==> config.mk <==
export PLATFORM = sky130hd
export DESIGN_NAME = imem_access_ctrl
export DESIGN_NICKNAME = d
export VERILOG_FILES = /design/src/rtl/imem_access_ctrl.sv
export SDC_FILE = /design/constraint.sdc
export NUM_CORES = 1
export LEC_CHECK = 0
export CAP_MARGIN = 20
export CORE_ASPECT_RATIO = 1.75
export CORE_MARGIN = 5
export CORE_UTILIZATION = 34
export DETAILED_ROUTE_END_ITERATION = 10
export PLACE_DENSITY = 0.86
export SLEW_MARGIN = 20
export SYNTH_ARGS = -nofsm -noshare
export SYNTH_HDL_FRONTEND = slang
export SYNTH_SLANG_ARGS = --single-unit
==> constraint.sdc <==
create_clock -name clk_i -period 6.8 [get_ports clk_i]
set_clock_uncertainty 0.05 [all_clocks]
set_input_delay 0.68 -clock clk_i [delete_from_list [all_inputs] [get_ports clk_i]]
set_output_delay 0.68 -clock clk_i [all_outputs]
set_load 0.03 [all_outputs]
==> src/rtl/imem_access_ctrl.sv <==
// ============================================================================
// Module   : imem_access_ctrl
// Brief    : Arbitrates the single instruction-memory port between CPU fetch
//            and a UART program loader, with boot/flush sequencing.
// Revision : 1.0
// ============================================================================
`default_nettype none

module imem_access_ctrl #(
    parameter int ADDR_WIDTH   = 14,
    parameter int DATA_WIDTH   = 32,
    parameter int FLUSH_CYCLES = 2,
    parameter int LOAD_TIMEOUT = 4096
) (
    input  logic                  clk_i,
    input  logic                  rst_i,
    input  logic [31:0]           fetch_addr_i,
    output logic [DATA_WIDTH-1:0] fetch_data_o,
    output logic                  fetch_valid_o,
    output logic                  cpu_stall_o,
    output logic                  cpu_reset_req_o,
    input  logic                  ld_start_i,
    input  logic                  ld_wr_en_i,
    input  logic [ADDR_WIDTH-1:0] ld_addr_i,
    input  logic [DATA_WIDTH-1:0] ld_data_i,
    input  logic                  ld_done_i,
    output logic                  ld_ack_o,
    output logic                  load_busy_o,
    output logic [ADDR_WIDTH:0]   load_count_o,
    output logic                  load_error_o,
    output logic [ADDR_WIDTH-1:0] mem_addr_o,
    output logic [DATA_WIDTH-1:0] mem_wdata_o,
    output logic                  mem_we_o,
    input  logic [DATA_WIDTH-1:0] mem_rdata_i
);

    localparam int FLUSH_W = $clog2(FLUSH_CYCLES) + 1;
    localparam int TMO_W   = $clog2(LOAD_TIMEOUT) + 1;
    localparam logic [FLUSH_W-1:0]  FLUSH_LAST = FLUSH_W'(FLUSH_CYCLES - 1);
    localparam logic [TMO_W-1:0]    TMO_LAST   = TMO_W'(LOAD_TIMEOUT - 1);
    localparam logic [ADDR_WIDTH:0] COUNT_MAX  = {1'b1, {ADDR_WIDTH{1'b0}}};

    typedef enum logic [1:0] {
        S_BOOT  = 2'd0,
        S_RUN   = 2'd1,
        S_LOAD  = 2'd2,
        S_FLUSH = 2'd3
    } state_t;

    state_t              state_q, state_d;
    logic [FLUSH_W-1:0]  flush_cnt_q, flush_cnt_d;
    logic [TMO_W-1:0]    tmo_q, tmo_d;
    logic [ADDR_WIDTH:0] count_q, count_d;
    logic                error_q, error_d;
    logic                ack_q;
    logic                valid_q;
    logic                w_write;
    logic                w_unused;

    assign w_unused = ^{fetch_addr_i[31:ADDR_WIDTH+2], fetch_addr_i[1:0]};

    always_comb begin
        state_d         = state_q;
        flush_cnt_d     = flush_cnt_q;
        tmo_d           = tmo_q;
        count_d         = count_q;
        error_d         = error_q;
        cpu_stall_o     = 1'b1;
        cpu_reset_req_o = 1'b1;
        load_busy_o     = 1'b0;
        mem_addr_o      = '0;
        w_write         = 1'b0;
        case (state_q)
            S_BOOT, S_FLUSH: begin
                if (flush_cnt_q == FLUSH_LAST) begin
                    state_d     = S_RUN;
                    flush_cnt_d = '0;
                end else begin
                    flush_cnt_d = flush_cnt_q + 1'b1;
                end
            end
            S_RUN: begin
                cpu_stall_o     = 1'b0;
                cpu_reset_req_o = 1'b0;
                mem_addr_o      = fetch_addr_i[ADDR_WIDTH+1:2];
                if (ld_start_i) begin
                    state_d = S_LOAD;
                    count_d = '0;
                    error_d = 1'b0;
                    tmo_d   = '0;
                end
            end
            S_LOAD: begin
                cpu_reset_req_o = 1'b0;
                load_busy_o     = 1'b1;
                mem_addr_o      = ld_addr_i;
                w_write         = ld_wr_en_i;
                if (ld_wr_en_i) begin
                    tmo_d = '0;
                    if (count_q != COUNT_MAX) begin
                        count_d = count_q + 1'b1;
                    end
                end else begin
                    tmo_d = tmo_q + 1'b1;
                end
                // A completed load takes precedence over a coincident timeout.
                if (ld_done_i) begin
                    state_d     = S_FLUSH;
                    flush_cnt_d = '0;
                end else if (!ld_wr_en_i && tmo_q == TMO_LAST) begin
                    state_d     = S_FLUSH;
                    flush_cnt_d = '0;
                    error_d     = 1'b1;
                end
            end
            default: state_d = S_BOOT;
        endcase
    end

    always_ff @(posedge clk_i) begin
        if (rst_i) begin
            state_q     <= S_BOOT;
            flush_cnt_q <= '0;
            tmo_q       <= '0;
            count_q     <= '0;
            error_q     <= 1'b0;
            ack_q       <= 1'b0;
            valid_q     <= 1'b0;
        end else begin
            state_q     <= state_d;
            flush_cnt_q <= flush_cnt_d;
            tmo_q       <= tmo_d;
            count_q     <= count_d;
            error_q     <= error_d;
            ack_q       <= w_write;
            valid_q     <= (state_q == S_RUN);
        end
    end

    // Write is blocked combinationally so the reset edge itself cannot corrupt memory.
    assign mem_we_o      = w_write & ~rst_i;
    assign mem_wdata_o   = ld_data_i;
    assign fetch_valid_o = valid_q;
    assign fetch_data_o  = valid_q ? mem_rdata_i : '0;
    assign ld_ack_o      = ack_q;
    assign load_count_o  = count_q;
    assign load_error_o  = error_q;

endmodule

`default_nettype wire

==> out/metrics.cfg, run 1 <==
[run_status]
status=finished clean

[clock_network]
clock_tree.root_cell=clkbuf_16
h-tree-depth=2
postCtsSetupBuffers=0
cts_resized=0
path_clk_slew_ns=0.05
worstSkewPairLatency_ns=0.28
cts.sinks=35
cts_inserted_buffers=5
hold_buffers=0
clk_path_buf_depth=2
cts_tree=built

[final_layout]
layout.core_utilization=0.5322
area_growth_pct=51.13
final_cell_mix=132 x clkdlybuf4s50_1, 35 x dfxtp_1, 34 x and2_1, 33 x nor2_1, 25 x a21oi_1
drive_above_1_share=0.03218
layout.nets=526
finalInstanceArea_mm2=0.003676
antenna_cells=0
layout.cells.non_filler=488
layout_commonest_cell=clkdlybuf4s50_1

[synth]
synth_simple_gate_area_share=0.3205
synth_top_cell_area_share=0.2881
synthArstFlopShare=0
synthFlopType=dfxtp_1
muxShareOfSynthArea=0.01903
synth_compound_area_frac=0.1682
syn-cell-area_mm2=0.002432
synth-edff-count=0
ys_top_cells_by_area=dfxtp_1 29%, buf_4 9.9%, and2_1 8.7%, a21oi_1 5.1%, nor2_1 5.1%
avgSynthCellArea_um2=7.722
synth-seq-area-share=0.2881
synthCells=315
synth_top_family_by_area=simple AND/OR/NAND/NOR gates
ys_seq_elements=35
synth_fa_ha_area_frac=0.03086
synth-xor-area-share=0.02521
synth_area_leader_cell=dfxtp_1
ys.warnings.count=0
synth_cell_type_count=44
syn_nets=436

[power]
p_seq_frac=0.251
leakagePower_nw=1.247
p_switching_uw=382.8
p_total_uw=931.5
ir_drop_mv=0.2077
power_switching_share=0.4109
p_int_uw=548.7
cellPowerDensity_mw_per_mm2=253.4
power_frac_comb=0.524
clkPwrFrac=0.225

[drt]
routed_wirelength_um=8580
final_antenna_net_count=0
wl_per_cell_um=17.58
vias=2604
drt_iter0_markers=118
drt-vias-per-instance=5.336
first_pass_iters=4
drc=0

[critical_path]
crit_path_start_kind=register
startpoint=state_q[0]
reg2reg_from=state_q[0]
cp_max_fo=27
end_kind=primary output
cp.required_ns=6.07
arrival_ns=2.55
worstSetupPathType=register to primary output

[timing]
finalHoldViolCount=0
hold_ws_ns=0.4233
maxSlewHeadroom=0.3530
post-route-period-util=0.4819
finalSetupViolCount=0
fin_setup_tns_ns=0
finalCriticalPeriod_ns=3.277
max_freq_mhz=305.1
rsz0062_at_grt=false
post-route-worst-setup-slack_ns=3.523
tightest_slew_ns=0.9704
slew_viol_final=0

[die]
num_rows=40
die_x_um=73.94
ios=215
initial_utilization=0.3522
die_h_um=121.9
core_area_mm2=0.006907
die_area_mm2=0.009012

[placement]
port_buffers=132
place_congestion=0.8258
place_ws_ns=3.778
placed_area_mm2=0.003543
placed_cells=482
hpwl_um=6758

[global_route]
antenna_found_initial=0
grt_usage=0.1780
grt_pass1_wl_um=12420
grt_max_degree=34
grt_pass1_vias=2552
grt_overflow_total=0

[flow_run]
max_cap_violations=0

[hold_path]
hold_path.class=register to register
hp-start=load_error_o

==> worst max-delay path: stages, from the launching register on <==
cell and delay [ns]:
dfxtp_1 0.32, inv_1 0.08, ha_1 0.80, a22oi_1 0.21, nor2_1 0.15, clkdlybuf4s50_1 0.71
==> kinds of logic (layout without fill, tap and decap cells) <==
kind of cell,after synthesis,in the layout
buf+inv,60,149
fa+ha+maj,6,6
xor+xnor,7,7
mux,4,4
compound gates,67,67
flops,35,35
simple gates,136,136
==> sequential cells by signal, summed over array words and instances (netlist names) <==
name	cells
flush_cnt_q	2
fetch_valid_o	1
tmo_q	13
state_q	2
load_error_o	1
ld_ack_o	1
load_count_o	15
==> cell usage after synthesis, types with 2 or more instances <==
| master | count |
|---|---|
| a31oi_1 | 2 |
| nand2_1 | 10 |
| ha_1 | 6 |
| and3_1 | 2 |
| nand2b_1 | 3 |
| or3_1 | 9 |
| mux2_2 | 2 |
| nor4b_1 | 2 |
| and2_1 | 34 |
| buf_4 | 32 |
| nor4_1 | 2 |
| nand3_1 | 5 |
| xor2_1 | 2 |
| xnor2_1 | 5 |
| nand3b_1 | 2 |
| or4b_2 | 2 |
| nand4_1 | 10 |
| a22oi_1 | 14 |
| nor2b_1 | 3 |
| o31ai_1 | 5 |
| o21ai_0 | 14 |
| and4_1 | 5 |
| nor3_1 | 5 |
| inv_1 | 10 |
| or4_1 | 4 |
| clkbuf_1 | 15 |
| dfxtp_1 | 35 |
| a21oi_1 | 25 |
| a22o_1 | 2 |
| nor2_1 | 33 |
| buf_6 | 2 |
==> power by group through the flow <==
stage,Combinational (mW),Clock [mW],Sequential (mW)
floorplan,0.341,0,0.235
global placement,0.480,0,0.237
detailed placement,0.487,0,0.238
CTS,0.490,0.215,0.234
global route,0.520,0.222,0.237
finish,0.488,0.210,0.234
==> layer usage <==
layer  routed length [um]  vias up  GRT usage  share of wire
met5                    0        -          0              0
met4                  444        0     0.1213          0.052
met1                 2986     1205     0.1765           0.35
met3                  786       36    0.05450          0.092
met2                 4362      106     0.3067           0.51
li1                     -     1257          -              -
==> final timing paths <==
path / endpoint / slack, ns / cells after the start
setup reg to reg: load_count_o[13] / 3.73 / 6
hold / removal: load_error_o / 0.42 / 2
setup / recovery: mem_addr_o[9] / 3.52 / 5
hold reg to reg: load_error_o / 0.42 / 2
==> area by class of cell <==
cell class / count / area (um2)
Multi-Input combinational cell: 220 / 1375
Tap cell: 84 / 105.1
Timing Repair Buffer: 133 / 1329
Sequential cell: 35 / 700.7
Fill cell: 648 / 3231
Inverter: 10 / 37.54
Clock buffer: 6 / 128.9
Power figures use the tool's default switching activity.
==> inputs of run 2 (changes only) <==
- CORE_UTILIZATION: 34 -> 32
- PLACE_DENSITY: 0.86 -> 0.82
- clock period: 6.8 -> 3.14 ns (I/O delays scaled with it)
==> run 2 against run 1 <==
  * Sequential cell count unchanged
  * Utilization decreased by 3.6 points
  * Cell area increased by 1.5%
  * Wire length increased by 9.2%
  * Power increased by 130%
  * Die area increased by 5.6%
  * Count of clock-buffer cells in the layout increased by 2
  * First-iteration DRC count increased by 30%
  * Cell count increased by 1.8%
==> out/metrics.cfg, run 2 (synthesis results as in run 1) <==
[drt]
drc=0  ; unchanged
first_pass_iters=5  ; +1
wl_per_cell_um=18.86  ; +7.3%
routed_wirelength_um=9372  ; +9.2%
vias=2629  ; +0.96%
final_antenna_net_count=0  ; unchanged
drt-vias-per-instance=5.290  ; -0.87%
drt_iter0_markers=153  ; +30%

[critical_path]
arrival_ns=2.33  ; -0.22 ns
r2r_end=load_count_o[0]
cp_max_fo=18  ; -33%
crit_path_start_kind=register
reg2reg_slack_ns=0.62  ; -3.11 ns
end_kind=primary output
r2r_cells=7  ; +1
cp.required_ns=2.78  ; -3.29 ns
worstSetupPathType=register to primary output
reg2reg_from=state_q[0]

[timing]
slew_viol_final=0  ; unchanged
finalHoldViolCount=0  ; unchanged
finalSetupViolCount=0  ; unchanged
finalCriticalPeriod_ns=2.690
maxSlewHeadroom=0.4939  ; +0.1409
rsz0062_at_grt=false
tightest_slew_ns=0.7580  ; -0.2124 ns
fin_setup_tns_ns=0  ; unchanged
hold_ws_ns=0.4149  ; -0.008414 ns
max_freq_mhz=371.7
post-route-period-util=0.8567

[die]
die_h_um=125.3  ; +2.8%
num_rows=42  ; +5.0%
die_area_mm2=0.009513  ; +5.6%
die_x_um=75.91  ; +2.7%
initial_utilization=0.3237  ; -0.02850
ios=215  ; unchanged
core_area_mm2=0.007515  ; +8.8%

[power]
ir_drop_mv=0.2657  ; +28%
cellPowerDensity_mw_per_mm2=565.5  ; +120%
leakagePower_nw=1.276  ; +2.3%
p_total_mw=2.110  ; +130%

[placement]
hpwl_um=7566  ; +12%
placed_cells=489  ; +1.5%
port_buffers=132  ; unchanged
place_congestion=0.8784  ; +6.4%

[final_layout]
final_cell_mix=132 x clkdlybuf4s50_1, 35 x dfxtp_1, 34 x and2_1, 33 x nor2_1, 25 x a21oi_1
largest_register_ffs=15  ; unchanged
area_growth_pct=53.40
antenna_cells=0  ; unchanged
layout.core_utilization=0.4965  ; -0.03574
layout_commonest_cell=clkdlybuf4s50_1
drive_above_1_share=0.04401  ; +0.01183
nFillCells=722  ; +11%
layout.nets=529  ; +0.57%
layout.cells.non_filler=497  ; +1.8%

[flow_run]
max_cap_violations=0  ; unchanged

[clock_network]
cts_inserted_buffers=5  ; unchanged
cts_resized=0  ; unchanged
path_clk_slew_ns=0.05  ; about the same
hold_buffers=0  ; unchanged
h-tree-depth=2  ; unchanged
clk_path_buf_depth=2  ; unchanged
postCtsSetupBuffers=0  ; unchanged
cts.sinks=35  ; unchanged
cts_tree=built
worstSkewPairLatency_ns=0.28  ; about the same
clock_tree.root_cell=clkbuf_16

[global_route]
grt_use_met2=0.3480  ; +0.04131
grt_pass1_wl_um=14120  ; +14%
grt_usage=0.1859  ; +0.007919
grt_pass1_vias=2603  ; +2.0%
antenna_found_initial=0  ; unchanged
grt_use_met3=0.05755  ; +0.003054
grt_max_degree=34  ; unchanged
grt.busiest_layer=met2
grt_overflow_total=0  ; unchanged
grt_use_met1=0.1772  ; +0.0007333

[run_status]
status=finished clean

[hold_path]
holdPathEnd=flush_cnt_q[1]
hold_path.class=register to register
hp-start=flush_cnt_q[1]
hold-path-cell-count=1  ; -1

-- run 2: how the worst max path moves through the flow --
| stage | from | endpoint | cells after the start |
|---|---|---|---|
| finish | state_q[0] | mem_addr_o[3] | 6 |
| global placement | state_q[0] | load_count_o[0] | 7 |
| floorplan | state_q[0] | load_count_o[12] | 7 |
| detailed placement | state_q[0] | load_count_o[0] | 7 |
| global route | state_q[0] | mem_addr_o[3] | 6 |
| CTS | state_q[0] | mem_addr_o[3] | 6 |
-- run 2: layout make-up --
cell class	count	area [um2]	share of cell area
inverters	10	37.54	0.01006
flip-flops and latches	35	700.7	0.1878
multi-input cells	220	1375	0.3685
well taps	88	110.1	0.02951
clock buffers	8	156.4	0.04192
repair buffers	136	1351	0.3622
-- run 2: routing by layer --
metal | share of wire | wire length (um)
met5 | 0 | 0
met4 | 0.040 | 375
met3 | 0.080 | 750
met2 | 0.54 | 5071
met1 | 0.34 | 3175
-- run 2: metrics by stage --
stage	setup slack, ns	instance area, um2
2_1_floorplan	0.7772	2432
3_3_place_gp	0.7225	3571
3_5_place_dp	0.6713	3571
4_1_cts	0.4728	3727
5_1_grt	0.3310	3731
6_report	0.4498	3731
-- run 2: critical path, stage by stage, from the launching register on --
cell	delay, ns
dfxtp_1	0.32
inv_1	0.08
ha_1	0.41
buf_4	0.31
a22oi_1	0.12
nor2_1	0.11
clkdlybuf4s50_1	0.70
-- run 2: power by group --
group	internal [mW]	leakage, nW	switching, mW	total [mW]
Clock	0.337	0.0772	0.178	0.516
Combinational	0.451	0.916	0.637	1.09
Sequential	0.470	0.283	0.0361	0.506
Total	1.26	1.28	0.851	2.11
